==> src/rtl/ask_demodulator_if.sv <==
// ask_demodulator_if: sample stream in, recovered bit stream out.
// master = sample source / bit consumer, slave = demodulator.
interface ask_demodulator_if;
    localparam int unsigned SAMPLE_W = 12;

    logic                sample_valid;
    logic [SAMPLE_W-1:0] sample;
    logic                bit_out;
    logic                bit_valid;
    logic [SAMPLE_W-1:0] envelope;
    logic                locked;

    modport master (
        output sample_valid,
        output sample,
        input  bit_out,
        input  bit_valid,
        input  envelope,
        input  locked
    );

    modport slave (
        input  sample_valid,
        input  sample,
        output bit_out,
        output bit_valid,
        output envelope,
        output locked
    );
endinterface

==> src/rtl/ask_demodulator.sv <==
// ask_demodulator: integrates |sample| over 2^LOG2_WIN-sample windows and
// slices the window average into a bit. A hunt/lock FSM aligns windows to
// the first carrier burst and drops lock after IDLE_BITS consecutive zeros.
// Optional macro ASK_DEMOD_HYST_EN: two-level hysteresis slicer
// (THRESH_HI / THRESH_LO) instead of the single THRESH_HI slicer.
module ask_demodulator #(
    parameter int unsigned LOG2_WIN  = 5,
    parameter logic [11:0] THRESH_HI = 12'd256,
    parameter logic [11:0] THRESH_LO = 12'd128,
    parameter int unsigned IDLE_BITS = 8
) (
    input logic               clk,
    input logic               reset,
    ask_demodulator_if.slave  bus
);

    localparam int unsigned SW = 12;
    localparam int unsigned AW = SW + LOG2_WIN;
    localparam int unsigned CW = LOG2_WIN;
    localparam int unsigned ZW = 8;
    localparam logic [CW-1:0] CNT_LAST = '1;

    // Reject parameter sets the datapath cannot honour.
    generate
        if (THRESH_LO > THRESH_HI || IDLE_BITS < 1 || IDLE_BITS > 255 || LOG2_WIN < 1) begin : g_param_check
            $error("ask_demodulator: illegal parameter set");
        end
    endgenerate

    typedef enum logic {
        S_HUNT = 1'b0,
        S_LOCK = 1'b1
    } state_t;

    state_t         state_q, state_d;
    logic [AW-1:0]  acc_q, acc_d;
    logic [CW-1:0]  cnt_q, cnt_d;
    logic [ZW-1:0]  zrun_q, zrun_d;
    logic           bit_q, bit_d;
    logic           valid_q, valid_d;
    logic [SW-1:0]  env_q, env_d;
    logic           locked_q, locked_d;

    logic [SW-1:0]  mag_c;
    logic [AW-1:0]  sum_c;
    logic [SW-1:0]  env_new_c;
    logic           bit_new_c;
    logic [ZW-1:0]  zrun_inc_c;

    // Magnitude, window sum and average of the window closing this cycle.
    always_comb begin
        mag_c      = bus.sample[SW-1] ? SW'(-bus.sample) : bus.sample;
        sum_c      = acc_q + AW'(mag_c);
        env_new_c  = SW'(sum_c >> LOG2_WIN);
        zrun_inc_c = zrun_q + ZW'(1);
    end

    // Bit slicer on the freshly computed envelope.
`ifdef ASK_DEMOD_HYST_EN
    always_comb begin
        if (env_new_c >= THRESH_HI) begin
            bit_new_c = 1'b1;
        end else if (env_new_c < THRESH_LO) begin
            bit_new_c = 1'b0;
        end else begin
            bit_new_c = bit_q;
        end
    end
`else
    always_comb begin
        bit_new_c = (env_new_c >= THRESH_HI);
    end
`endif

    // Next-state and datapath update for the hunt/lock FSM.
    always_comb begin
        state_d = state_q;
        acc_d   = acc_q;
        cnt_d   = cnt_q;
        zrun_d  = zrun_q;
        bit_d   = bit_q;
        valid_d = 1'b0;
        env_d   = env_q;
        case (state_q)
            S_HUNT: begin
                if (bus.sample_valid && (mag_c >= THRESH_HI)) begin
                    acc_d   = AW'(mag_c);
                    cnt_d   = CW'(1);
                    state_d = S_LOCK;
                end
            end
            S_LOCK: begin
                if (bus.sample_valid) begin
                    if (cnt_q == CNT_LAST) begin
                        env_d   = env_new_c;
                        bit_d   = bit_new_c;
                        valid_d = 1'b1;
                        acc_d   = '0;
                        cnt_d   = '0;
                        if (bit_new_c) begin
                            zrun_d = '0;
                        end else if (zrun_inc_c == ZW'(IDLE_BITS)) begin
                            zrun_d  = '0;
                            state_d = S_HUNT;
                        end else begin
                            zrun_d = zrun_inc_c;
                        end
                    end else begin
                        acc_d = sum_c;
                        cnt_d = cnt_q + CW'(1);
                    end
                end
            end
            default: state_d = S_HUNT;
        endcase
        locked_d = (state_d == S_LOCK);
    end

    // State and output registers, synchronous reset.
    always_ff @(posedge clk) begin
        if (reset) begin
            state_q  <= S_HUNT;
            acc_q    <= '0;
            cnt_q    <= '0;
            zrun_q   <= '0;
            bit_q    <= 1'b0;
            valid_q  <= 1'b0;
            env_q    <= '0;
            locked_q <= 1'b0;
        end else begin
            state_q  <= state_d;
            acc_q    <= acc_d;
            cnt_q    <= cnt_d;
            zrun_q   <= zrun_d;
            bit_q    <= bit_d;
            valid_q  <= valid_d;
            env_q    <= env_d;
            locked_q <= locked_d;
        end
    end

    assign bus.bit_out   = bit_q;
    assign bus.bit_valid = valid_q;
    assign bus.envelope  = env_q;
    assign bus.locked    = locked_q;

endmodule

==> src/flat_wrapper.sv <==
// flat-port wrapper written by rule: the top's interface ports become plain ports
module ask_demodulator_flat 
#(
    parameter int unsigned LOG2_WIN  = 5,
    parameter logic [11:0] THRESH_HI = 12'd256,
    parameter logic [11:0] THRESH_LO = 12'd128,
    parameter int unsigned IDLE_BITS = 8
)
  (clk, reset, bus_sample_valid, bus_sample, bus_bit_out, bus_bit_valid, bus_envelope, bus_locked);
  ask_demodulator_if bus_i ();
  input logic clk;
  input logic reset;
  input wire logic [$bits(bus_i.sample_valid)-1:0] bus_sample_valid;
  input wire logic [$bits(bus_i.sample)-1:0] bus_sample;
  output wire logic [$bits(bus_i.bit_out)-1:0] bus_bit_out;
  output wire logic [$bits(bus_i.bit_valid)-1:0] bus_bit_valid;
  output wire logic [$bits(bus_i.envelope)-1:0] bus_envelope;
  output wire logic [$bits(bus_i.locked)-1:0] bus_locked;
  assign bus_i.sample_valid = bus_sample_valid;
  assign bus_i.sample = bus_sample;
  assign bus_bit_out = bus_i.bit_out;
  assign bus_bit_valid = bus_i.bit_valid;
  assign bus_envelope = bus_i.envelope;
  assign bus_locked = bus_i.locked;
  ask_demodulator #(.LOG2_WIN(LOG2_WIN), .THRESH_HI(THRESH_HI), .THRESH_LO(THRESH_LO), .IDLE_BITS(IDLE_BITS)) u_core (.clk(clk), .reset(reset), .bus(bus_i));
endmodule
==> config.mk <==
export PLATFORM = sky130hd
export DESIGN_NAME = ask_demodulator_flat
export DESIGN_NICKNAME = d
export VERILOG_FILES = /design/src/rtl/ask_demodulator_if.sv /design/src/rtl/ask_demodulator.sv /design/src/flat_wrapper.sv
export SDC_FILE = /design/constraint.sdc
export NUM_CORES = 1
export LEC_CHECK = 0
export CORE_ASPECT_RATIO = 2
export CORE_MARGIN = 1.5
export CORE_UTILIZATION = 55
export DETAILED_ROUTE_END_ITERATION = 6
export GPL_TIMING_DRIVEN = 0
export PLACE_DENSITY = 0.76
export SLEW_MARGIN = 25
export SYNTH_ARGS = -nofsm -noshare
export SYNTH_HDL_FRONTEND = slang
export SYNTH_SLANG_ARGS = --single-unit
==> constraint.sdc <==
create_clock -name clk -period 4.72 [get_ports clk]
set_clock_uncertainty 0.2 [all_clocks]
set_input_delay 0.708 -clock clk [delete_from_list [all_inputs] [get_ports clk]]
set_output_delay 0.708 -clock clk [all_outputs]
set_load 0.03 [all_outputs]
==> out/metrics.yaml, run 1 <==
sta:
  max_slew_margin_pct: 44.9
  slew_violations: 0
  setup_viol: 0
  final.setup.tns_ps: 0
  fmax_ghz: 0.233
  tightest_slew_ps: 823
  period_minus_slack_ps: 4290
  final_hold_viol_count: 0
  fin_crit_sh_pct: 90.9
  hold_slack_ps: 260
  grt_setup_unrepaired: "false"
power_and_ir_drop:
  power.share.sequential_pct: 44.6
  comb_power_share_pct: 27.8
  clockPowerShare_pct: 27.6
  powerDensity_mw_per_mm2: 264
  cell_internal_pwr_uw: 595
  totalPowerFinal_uw: 899
  p_leak_nw: 1.25
  power.switching_uw: 304
  ir_worst_vdd_v: 0.000259
  switching_share_pct: 33.8
run_status:
  status: "finished, final reports clean"
die:
  ios: 30
  start_util_pct: 57.3
  fp.dieH_microns: 107
  core_sq_mm: 0.00514
  die_w_microns: 54.8
  num_rows: 37
  die-area_sq_mm: 0.00583
synthesis:
  synth_area_leader_cell: "dfxtp_1"
  synthTopCellsByArea: "dfxtp_1 (31%), ha_1 (6.8%), nor2_1 (5.4%), xnor2_1 (5.1%), a21oi_1 (4.6%)"
  syn_area_sq_mm: 0.00295
  synth_ff_type: "dfxtp_1"
  synth_common_cells: "dfxtp_1 (45), nor2_1 (42), nand2_1 (35)"
  seq_area_frac_synth_pct: 30.6
  syn-instance-count: 378
  yosysUniqueCellTypes: 55
  synth.most_common_cell: "dfxtp_1"
  syn-mean-instance-area_sq_um: 7.80
  async_flop_share_pct: 0
  ys_ff_latch: 45
  synth_edf_count: 0
  yosys_warnings: 0
  syn_nets: 410
  synth_top_area_share_pct: 30.6
drt:
  via_per_inst: 6.29
  drc_errors: 0
  drt_pass1_iterations: 4
  drtAntennaViolNets: 0
  drt-total-wl_microns: 8180
  drt-initial-drc-count: 121
  wl_per_cell_microns: 17.3
  vias: 2974
critical_path:
  reg2reg_depth: 10
  crit_type: "in -> reg"
  cp-end-kind: "register"
  startpoint: "bus_sample[1]"
  reg2reg_from: "u_core.acc_q[0]"
  worst_ep_arrival_time_ps: 4320
  worst_path_max_delay_cell: "or4_1"
  reg2reg_slack_ps: 1540
  cp-start-kind: "input port"
  critPathMaxFanout: 9
  crit_path_cell_trace: "clkdlybuf4s50_1 -> or3_1 -> clkbuf_1 -> o31ai_1 -> xnor2_1 -> ha_1 -> or4_1 -> o211ai_1 -> a21oi_2 -> mux2i_4 -> and2_1 -> a311oi_1"
  worstPathRequired_ps: 4750
  critPathMaxStageDelay_ps: 540
  r2r-end: "u_core.state_q"
min_path:
  hold_path.startpoint: "u_core.bus.envelope[0]"
  hold_class: "reg -> reg"
  hold-path-cell-count: 2
  whs_endpoint: "u_core.bus.envelope[0]"
place:
  dpl_cell_area_sq_mm: 0.00330
  dp.cells: 464
  portBuffers: 28
  gp_congestion: 0.979
  hpwl_microns: 6220
global_route:
  grt_max_degree: 14
  grt_util_all_layers_pct: 31.4
  antenna_found_initial: 0
  grt_pass1_wl_microns: 13200
  grt-ovfl-total: 0
  first_global_vias: 2880
clock_tree:
  holdBufCountCts: 0
  cts_tree: "done"
  cts.clk_slew.worst_paths_ps: 80
  clock_sinks: 45
  clockRootBuffer: "clkbuf_8"
  cts_buffers: 5
  cts_max_path_buffers: 2
  h-tree-depth: 2
  insertion_delay_ps: 320
finish:
  final_cells: 473
  layout-drive-gt1-share_pct: 4.58
  syn_to_final_growth_pct: 15.6
  fill_cells: 462
  finalNetCount: 446
  fin_area_sq_mm: 0.00341
  antennaDiodeCount: 0
flow_run:
  max_cap_viol_count: 0
power groups by stage:
stage | combinational, mW | clock (mW) | sequential, mW
2_1_floorplan | 0.176 | 0 | 0.409
3_3_place_gp | 0.242 | 0 | 0.409
3_5_place_dp | 0.244 | 0 | 0.410
4_1_cts | 0.246 | 0.249 | 0.401
5_1_grt | 0.275 | 0.264 | 0.402
6_report | 0.250 | 0.248 | 0.401
cells by family (layout without fill, tap and decap cells):
| group | after synthesis | in the layout | synth area share (%) |
|---|---|---|---|
| flops | 45 | 45 | 30.6 |
| fa+ha+maj | 17 | 17 | 7.47 |
| xor+xnor | 23 | 23 | 6.84 |
| simple gates | 148 | 148 | 24.4 |
| buf+inv | 34 | 71 | 4.50 |
| mux | 3 | 3 | 1.02 |
| compound gates | 108 | 108 | 25.2 |
routing by layer:
metal / GRT usage (%) / vias to the layer above / part of all wire, %
met5: 0 / - / 0
met4: 19.6 / 0 / 5.2
met3: 5.48 / 28 / 3.9
met2: 55.1 / 84 / 55
met1: 31.3 / 1402 / 36
li1: - / 1460 / -
per-stage QoR:
| step | util [%] | setup WS, ps |
|---|---|---|
| detailed placement | 64.2 | -218 |
| CTS | 65.8 | 87.9 |
| finish | 66.3 | 430 |
| global route | 66.3 | 124 |
| floorplan | - | 909 |
| global placement | 64.2 | -233 |
placed cells by master (no fill, tap or decap), drive strengths merged, types with 8 or more instances in the layout:
cell,Yosys,layout
inv,12,12
o21ai,15,15
a21oi,27,27
a211oi,13,13
nand2b,8,8
nor2,42,42
ha,16,16
buf,7,8
xnor2,17,17
nand2,35,35
dfxtp,45,45
clkdlybuf4s50,0,28
clkbuf,15,22
nor3,18,18
nand3,13,13
layout make-up:
type	instances	area (sq um)	area share, %
clock inverter	1	7.51	0.220
tap	58	72.6	2.13
multi-input combinational	299	1930	56.6
buffer	22	87.6	2.57
sequential	45	901	26.4
timing repair buffer	29	288	8.45
clock buffer	7	76.3	2.24
inverter	12	45.0	1.32
worst max-delay path: cells and delay by family:
family,cells,cell delay (ps)
AO/OA/AOI/OAI,4,1160
XOR/XNOR,1,140
adder cells (fa/ha/maj),1,270
buffers and inverters,2,630
multiplexers,1,270
AND/OR/NAND/NOR,3,1130
sequential cells by signal (all words and copies together), names as in the netlist:
register,flops
u_core.acc_q,17
u_core.bus.bit_out,1
u_core.bus.bit_valid,1
u_core.bus.envelope,12
u_core.cnt_q,5
u_core.state_q,1
u_core.zrun_q,8
worst max-delay path by stage:
stage	cells after the start	endpoint	slack (ps)
global route	12	u_core.state_q	120
detailed placement	12	u_core.state_q	-220
global placement	14	u_core.state_q	-230
finish	12	u_core.state_q	430
floorplan	11	u_core.state_q	910
CTS	12	u_core.state_q	90
timing repair:
action / in CTS / in global routing
setup endpoints to repair: 0 / 10
gates resized for setup: 0 / 3
buffers inserted: 0 / 1
Note: power is estimated with default switching activity, not from simulation.
==> run 2, diff against run 1 <==
--- a/config.mk
+++ b/config.mk
@@ -8,6 +8,7 @@
 export CORE_ASPECT_RATIO = 2
 export CORE_MARGIN = 1.5
 export CORE_UTILIZATION = 55
+export CTS_BUF_LIST = sky130_fd_sc_hd__clkbuf_8
 export DETAILED_ROUTE_END_ITERATION = 6
 export GPL_TIMING_DRIVEN = 0
 export PLACE_DENSITY = 0.76
==> run 2 against run 1 <==
Critical path depth unchanged. Critical path type unchanged. Wire length fell by 0.31%. Largest power group unchanged. Highest routed layer unchanged. Critical endpoint unchanged. Final area stayed put. Setup slack improved by 3.5 ps.
==> out/metrics.yaml, run 2 (synthesized netlist as in run 1, its figures left out) <==
sta:
  fin_crit_sh_pct: 90.8
  grt_setup_unrepaired: "false"
  setup_viol: 0
  setup_slack_ps: 433
  max_slew_margin_pct: 45.3
  tightest_slew_ps: 818
  hold_slack_ps: 260
  final_hold_viol_count: 0
  slew_violations: 0
  period_minus_slack_ps: 4290
  fmax_ghz: 0.233
power_and_ir_drop:
  p_leak_nw: 1.26
  totalPowerFinal_uw: 896
  powerDensity_mw_per_mm2: 263
  ir_worst_vdd_v: 0.000260
clock_tree:
  cts_max_path_buffers: 2
  cts.clk_slew.worst_paths_ps: 90
  holdBufCountCts: 0
  clockRootBuffer: "clkbuf_8"
  cts_tree: "done"
  cts_buffers: 5
  h-tree-depth: 2
  clock_sinks: 45
  insertion_delay_ps: 320
run_status:
  status: "finished, final reports clean"
finish:
  mostFrequentLayoutCells: "dfxtp_1 (45), nor2_1 (42), nand2_1 (35)"
  regMostFlops: "u_core.acc_q"
  layout-drive-gt1-share_pct: 4.58
  post-route-util_pct: 66.3
  syn_to_final_growth_pct: 15.6
  largest_reg_flops: 17
  fill_cells: 462
  antennaDiodeCount: 0
  finalNetCount: 446
  mostFrequentLayoutCell: "dfxtp_1"
place:
  portBuffers: 28
  gp_congestion: 0.979
  post-place-ws_ps: -218
  hpwl_microns: 6220
drt:
  vias: 2963
  drtAntennaViolNets: 0
  drt-total-wl_microns: 8160
  wl_per_cell_microns: 17.2
  drt-initial-drc-count: 124
  drc_errors: 0
  drt_pass1_iterations: 4
  via_per_inst: 6.26
min_path:
  whs_endpoint: "u_core.bus.envelope[0]"
  hold_path.startpoint: "u_core.bus.envelope[0]"
  hold-path-cell-count: 2
  hold_class: "reg -> reg"
die:
  core_sq_mm: 0.00514
  fp.dieH_microns: 107
  num_rows: 37
  ios: 30
  die-area_sq_mm: 0.00583
  die_w_microns: 54.8
  start_util_pct: 57.3
critical_path:
  crit_type: "in -> reg"
  reg2reg_depth: 10
  worst_path_max_delay_cell: "or4_1"
  path_buf_inv: 2
  cp.depth: 12
  cp-start-kind: "input port"
  path_delay_family: "compound AO/OA/AOI/OAI gates"
  critPathMaxFanout: 9
  reg2reg_from: "u_core.acc_q[0]"
  critPathMaxStageDelay_ps: 540
  worstPathRequired_ps: 4750
  worst_ep_arrival_time_ps: 4310
  reg2reg_slack_ps: 1550
  r2r-end: "u_core.state_q"
  cp-end-kind: "register"
  crit_path_cell_trace: "clkdlybuf4s50_1 -> or3_1 -> clkbuf_1 -> o31ai_1 -> xnor2_1 -> ha_1 -> or4_1 -> o211ai_1 -> a21oi_2 -> mux2i_4 -> and2_1 -> a311oi_1"
global_route:
  grt-ovfl-total: 0
  first_global_vias: 2880
  grt_max_degree: 14
  grt_pass1_wl_microns: 13200
  antenna_found_initial: 0
  grt_util_all_layers_pct: 31.4
flow_run:
  max_cap_viol_count: 0
[run 2: layer usage]
| metal | global-route usage [%] | share of wire [%] | vias to the layer above |
|---|---|---|---|
| li1 | - | - | 1460 |
| met1 | 31.3 | 36 | 1386 |
| met2 | 55.1 | 55 | 89 |
| met3 | 5.48 | 3.9 | 28 |
| met4 | 19.6 | 5.2 | 0 |
| met5 | 0 | 0 | - |
[run 2: report_power, final]
group          switching, mW  internal, mW
clock network          0.145         0.101
logic                  0.151        0.0979
registers            0.00889         0.392
total                  0.305         0.591
[run 2: tightest hold or removal path, delay by kind of cell (launching register included)]
family	cells	cell delay [ps]
DFF	1	320
AOI/OAI and AO/OA	1	50
and+or+nand+nor	1	50
[run 2: repair_timing]
| action | CTS | global route |
|---|---|---|
| setup endpoints to repair | 0 | 10 |
| resized for setup | 0 | 3 |
| buffers inserted | 0 | 1 |
[run 2: stage by stage]
| stage | instance area, sq um | cells | setup TNS (ps) |
|---|---|---|---|
| 6_report | 3410 | 473 | 0 |
| 5_1_grt | 3410 | 473 | 0 |
| 4_1_cts | 3380 | 472 | 0 |
| 3_5_place_dp | 3300 | 464 | -1170 |
| 3_3_place_gp | 3300 | 464 | -1250 |
| 2_1_floorplan | 2950 | 378 | 0 |
[run 2: layout make-up]
cell class                 count  area, sq um  share of cell area (%)
timing repair buffer          29          288                    8.45
clock buffer                   5         68.8                    2.02
buffer                        22         87.6                    2.57
sequential                    45          901                    26.4
multi-input combinational    299         1930                    56.6
clock inverter                 3         15.0                   0.441
tap                           58         72.6                    2.13
inverter                      12         45.0                    1.32
[run 2: worst max-delay path by stage]
stage | startpoint | endpoint | slack [ps]
finish | bus_sample[1] | u_core.state_q | 430
detailed placement | bus_sample[1] | u_core.state_q | -220
CTS | bus_sample[1] | u_core.state_q | 90
global route | bus_sample[1] | u_core.state_q | 120
floorplan | bus_sample[1] | u_core.state_q | 910
global placement | bus_sample[4] | u_core.state_q | -230
